$ cat src/rtl/buff_uart_pkg.sv
// rtl/buff_uart_pkg.sv - shared word width, FIFO depth and count-width helper for buff_uart
package buff_uart_pkg;

  localparam int UART_WORD_WIDTH = 8;
  localparam int UART_FIFO_DEPTH = 16;

  // Occupancy needs one bit more than a pointer so that 0..DEPTH all fit.
  function automatic int count_width(input int depth);
    return $clog2(depth) + 1;
  endfunction

endpackage

$ cat src/rtl/uart_fifo_mem.sv
// rtl/uart_fifo_mem.sv - DEPTH x WIDTH register array, one write port, asynchronous read
module uart_fifo_mem #(
  parameter int WIDTH = 8,
  parameter int DEPTH = 16,
  parameter int AW    = $clog2(DEPTH)
) (
  input  logic             clock,
  input  logic             we,
  input  logic [AW-1:0]    waddr,
  input  logic [WIDTH-1:0] wdata,
  input  logic [AW-1:0]    raddr,
  output logic [WIDTH-1:0] rdata
);

  logic [WIDTH-1:0] mem [DEPTH];

  always_ff @(posedge clock) begin
    if (we) begin
      mem[waddr] <= wdata;
    end
  end

  assign rdata = mem[raddr];

endmodule

$ cat src/rtl/uart_tx_fifo.sv
// rtl/uart_tx_fifo.sv - transmit word buffer feeding the UART transmitter
module uart_tx_fifo
  import buff_uart_pkg::*;
#(
  parameter int WIDTH             = UART_WORD_WIDTH,
  parameter int DEPTH             = UART_FIFO_DEPTH,
  parameter int ALMOST_FULL_LEVEL = 12
) (
  input  logic                   clock,
  input  logic                   resetn,
  input  logic                   wr_valid,
  input  logic [WIDTH-1:0]       wr_data,
  output logic                   wr_ready,
  input  logic                   flush,
  output logic [WIDTH-1:0]       tx_data,
  output logic                   tx_send,
  input  logic                   tx_ready,
  output logic [$clog2(DEPTH):0] count,
  output logic                   empty,
  output logic                   full,
  output logic                   almost_full,
  output logic                   overflow
);

  localparam int PW = $clog2(DEPTH);
  localparam int CW = count_width(DEPTH);

  logic [PW-1:0]    wr_ptr;
  logic [PW-1:0]    rd_ptr;
  logic [CW-1:0]    count_q;
  logic [CW-1:0]    count_next;
  logic             overflow_q;
  logic             tx_ready_q;
  logic             tx_send_q;
  logic             wr_en;
  logic             accept;
  logic             pop;
  logic [WIDTH-1:0] head;

  assign empty       = (count_q == '0);
  assign full        = (count_q == CW'(DEPTH));
  assign almost_full = (count_q >= CW'(ALMOST_FULL_LEVEL));
  assign wr_ready    = !full;
  assign count       = count_q;
  assign overflow    = overflow_q;

  assign tx_send = !empty;
  assign tx_data = empty ? '0 : head;

  // The transmitter drops ready on the edge it latches; a ready level alone
  // (which rises during the stop bit) must never pop.
  assign accept = tx_ready_q && !tx_ready && tx_send_q;
  assign wr_en  = wr_valid && wr_ready && !flush;
  assign pop    = accept && !empty && !flush;

  assign count_next = count_q + CW'(wr_en) - CW'(pop);

  always_ff @(posedge clock or negedge resetn) begin
    if (!resetn) begin
      wr_ptr     <= '0;
      rd_ptr     <= '0;
      count_q    <= '0;
      overflow_q <= 1'b0;
      tx_ready_q <= 1'b0;
      tx_send_q  <= 1'b0;
    end else begin
      tx_ready_q <= tx_ready;
      tx_send_q  <= tx_send;
      if (flush) begin
        wr_ptr     <= '0;
        rd_ptr     <= '0;
        count_q    <= '0;
        overflow_q <= 1'b0;
      end else begin
        if (wr_en) begin
          wr_ptr <= wr_ptr + 1'b1;
        end
        if (pop) begin
          rd_ptr <= rd_ptr + 1'b1;
        end
        if (wr_valid && full) begin
          overflow_q <= 1'b1;
        end
        count_q <= count_next;
      end
    end
  end

  uart_fifo_mem #(
    .WIDTH (WIDTH),
    .DEPTH (DEPTH),
    .AW    (PW)
  ) u_mem (
    .clock (clock),
    .we    (wr_en),
    .waddr (wr_ptr),
    .wdata (wr_data),
    .raddr (rd_ptr),
    .rdata (head)
  );

endmodule

$ cat config.mk
export PLATFORM = sky130hd
export DESIGN_NAME = uart_tx_fifo
export DESIGN_NICKNAME = d
export VERILOG_FILES = /design/src/rtl/buff_uart_pkg.sv /design/src/rtl/uart_fifo_mem.sv /design/src/rtl/uart_tx_fifo.sv
export SDC_FILE = /design/constraint.sdc
export NUM_CORES = 1
export LEC_CHECK = 0
export ABC_AREA = 1
export BUFFER_PORTS_ARGS = -buffer_cell sky130_fd_sc_hd__buf_2
export CAP_MARGIN = 20
export CELL_PAD_IN_SITES_DETAIL_PLACEMENT = 1
export CELL_PAD_IN_SITES_GLOBAL_PLACEMENT = 2
export CORE_MARGIN = 2
export CORE_UTILIZATION = 45
export CTS_BUF_LIST = sky130_fd_sc_hd__clkbuf_8
export DETAILED_ROUTE_END_ITERATION = 6
export PLACE_DENSITY_LB_ADDON = 0.1
export SETUP_SLACK_MARGIN = 0.15
export SLEW_MARGIN = 20
export SYNTH_ARGS = -nofsm -noshare
export SYNTH_HDL_FRONTEND = slang
export SYNTH_SLANG_ARGS = --single-unit
$ cat constraint.sdc
create_clock -name clock -period 4 [get_ports clock]
set_input_delay 0.6 -clock clock [delete_from_list [all_inputs] [get_ports clock]]
set_output_delay 0.6 -clock clock [all_outputs]
set_load 0.02 [all_outputs]
==> flow_summary.yaml <==
outcome:
  status: "complete, no violations"
finish:
  fillers: 1487
  final_cell_mix: "221 x nand2_1, 128 x edfxtp_1, 46 x nand3_1"
  fin_nets: 646
  mostFrequentLayoutCell: "nand2_1"
  syn_to_final_growth_pct: 11.1
  fin_util_pct: 51.6
  drive_gt1_share_pct: 12.4
  diodes: 0
grt:
  grt_overflow: 0
  top_usage_layer: "met2"
  antenna_found_initial: 0
  met1_usage_pct: 31.7
  grt_pass1_wl_mm: 24.3
  grt.met2_usage_pct: 36.6
  grt_util_met3_pct: 4.82
  grt_start_max_net_pins: 67
  first_global_vias: 4307
  grt_usage_pct: 22.9
die:
  die_area_um2: 14800
  initial_utilization_pct: 46.5
  pin_count: 32
  core_area_um2: 13400
  die_w_um: 122
  rows: 42
  dieHeight_um: 122
drt:
  firstDrtPassIters: 4
  post_drt_via_cell_ratio: 5.18
  wl_per_cell_um: 19.2
  ant_nets: 0
  routed_wl_mm: 15.5
  remaining_drc_errors: 0
  drt_iter0_markers: 274
  via_count: 4177
worst_setup_path:
  crit_type: "flip-flop to flip-flop"
  crit_fanout: 12
  crit_path_start_kind: "flip-flop"
  cp.arrival_ps: 3540
  crit_required_ps: 4330
  critPathCaptureType: "flip-flop"
  cp_cell_sequence: "inv_1 > ha_1 > nand4_1 > nand2_1 > nor2_1 > ha_1 > inv_1 > ha_1 > inv_1 > fa_1 > inv_1 > nand2_1 > a21oi_1 > nor2_1 > o21ai_0 > nor2_1"
  crit_buf_inv: 4
  slowest_delay_ps: 470
  path_common_cell: "inv_1"
  crit_family: "simple AND/OR/NAND/NOR gates"
  rrSetupSlack_ps: 790
  crit_path_top_delay_cell: "nand4_1"
  reg2reg_depth: 16
  worst-path-stages: 16
synthesis:
  yosys_warnings: 0
  syn-cell-area_um2: 6230
  ys.flop_type: "edfxtp_1"
  async_reset_ff_share_pct: 11.1
  avgSynthCellArea_um2: 10.8
  synth_nets: 604
  synthesis.instances: 577
  synth_edf_count: 128
  ys_ff_latch: 144
  seq_area_frac_synth_pct: 68.1
  ys_types: 25
sta:
  fin_setup_tns_ps: 0
  clock_skew_ps: 9.61
  fin_crit_sh_pct: 80.1
  worst_slew_pin_slew_ps: 949
  fin_crit_ps: 3210
  setup_viol: 0
  fin_hold_ws_ps: 70.8
  relSlewSlack_pct: 36.5
  hold_viol: 0
  slew_violations: 0
  rsz0062_at_grt: "false"
  max_freq_mhz: 312
clock_network:
  post-cts-setup-buffers: 0
  cts_resized: 0
  insertion_delay_ps: 440
  cts_max_level: 4
  clockBufferDepth: 2
  hold_buffers: 0
  cts_tree: "built"
  clockRootBuffer: "clkbuf_8"
  numCtsBuffers: 17
  clock_sinks: 144
  path_clk_slew_ps: 80
power:
  power_density_nw_per_um2: 525
  total_power_uw: 3640
  vdd_drop_max_uv: 273
  power_leakage_uw: 0.00279
placed_design:
  place_congestion: 0.765
  portBuffers: 31
  hpwl_mm: 10.1
hold_path:
  hold_class: "input port to asynchronous set/reset pin"
job:
  maxCapViolCount: 0
area by class of cell:
class / count / area, um2 / share of cell area [%]
clock buffers: 17 / 234 / 3.38
clock inverters: 14 / 128 / 1.84
inverters: 31 / 116 / 1.68
multi-input cells: 381 / 1720 / 24.9
flip-flops and latches: 144 / 4250 / 61.4
well taps: 176 / 220 / 3.18
repair buffers: 44 / 253 / 3.65
where the power goes:
group | internal, uW | switching, uW | total [uW] | leakage (uW)
logic | 238 | 602 | 840 | 0.00125
clock network | 536 | 531 | 1070 | 0.000178
registers | 1690 | 36.1 | 1730 | 0.00136
total | 2470 | 1170 | 3640 | 0.00279
kinds of logic after synthesis:
group | Yosys count | synth area share [%]
fa+ha+maj | 14 | 2.93
simple gates | 326 | 21.3
flops | 144 | 68.1
xor+xnor | 3 | 0.422
compound gates | 38 | 3.05
buf+inv | 52 | 4.20
cells in the mapped netlist (3+ instances only):
cell type	instances	share of area (%)
nand4_1	3	0.30
inv_2	4	0.24
buf_4	10	1.2
buf_2	8	0.64
edfxtp_1	128	62
a21oi_1	29	2.3
nand2_1	221	13
nor2_1	43	2.6
clkinv_1	3	0.18
inv_1	24	1.4
xor2_1	3	0.42
dfrtp_1	16	6.4
ha_1	13	2.6
nand3_1	46	3.7
o21ai_0	8	0.64
nor3_1	9	0.72
flip-flops by register name, summed over array words and instances, names as in the netlist:
name	count
u_mem.mem	128
tx_send_q	1
wr_ptr	4
count	5
tx_ready_q	1
overflow	1
rd_ptr	4
worst paths after layout:
| path | from | end |
|---|---|---|
| max in group asynchronous | resetn | rd_ptr[0] |
| hold / removal | resetn | overflow |
| setup / recovery | count[2] | count[4] |
| min in group clock | tx_ready | tx_ready_q |
| hold reg to reg | overflow | overflow |
| setup reg to reg | count[2] | count[4] |
through the flow:
stage	instance area, um2	cells	setup WS [ps]
CTS	6920	807	776
global route	6920	807	440
global placement	6560	776	943
floorplan	6230	577	1100
detailed placement	6560	776	776
finish	6920	807	794
per-layer routing:
| layer | vias up | routed length (um) |
|---|---|---|
| met5 | - | 0 |
| met4 | 0 | 114 |
| met3 | 8 | 830 |
| met2 | 102 | 7460 |
| met1 | 2048 | 7110 |
| li1 | 2019 | - |
Power figures use the tool's default switching activity.
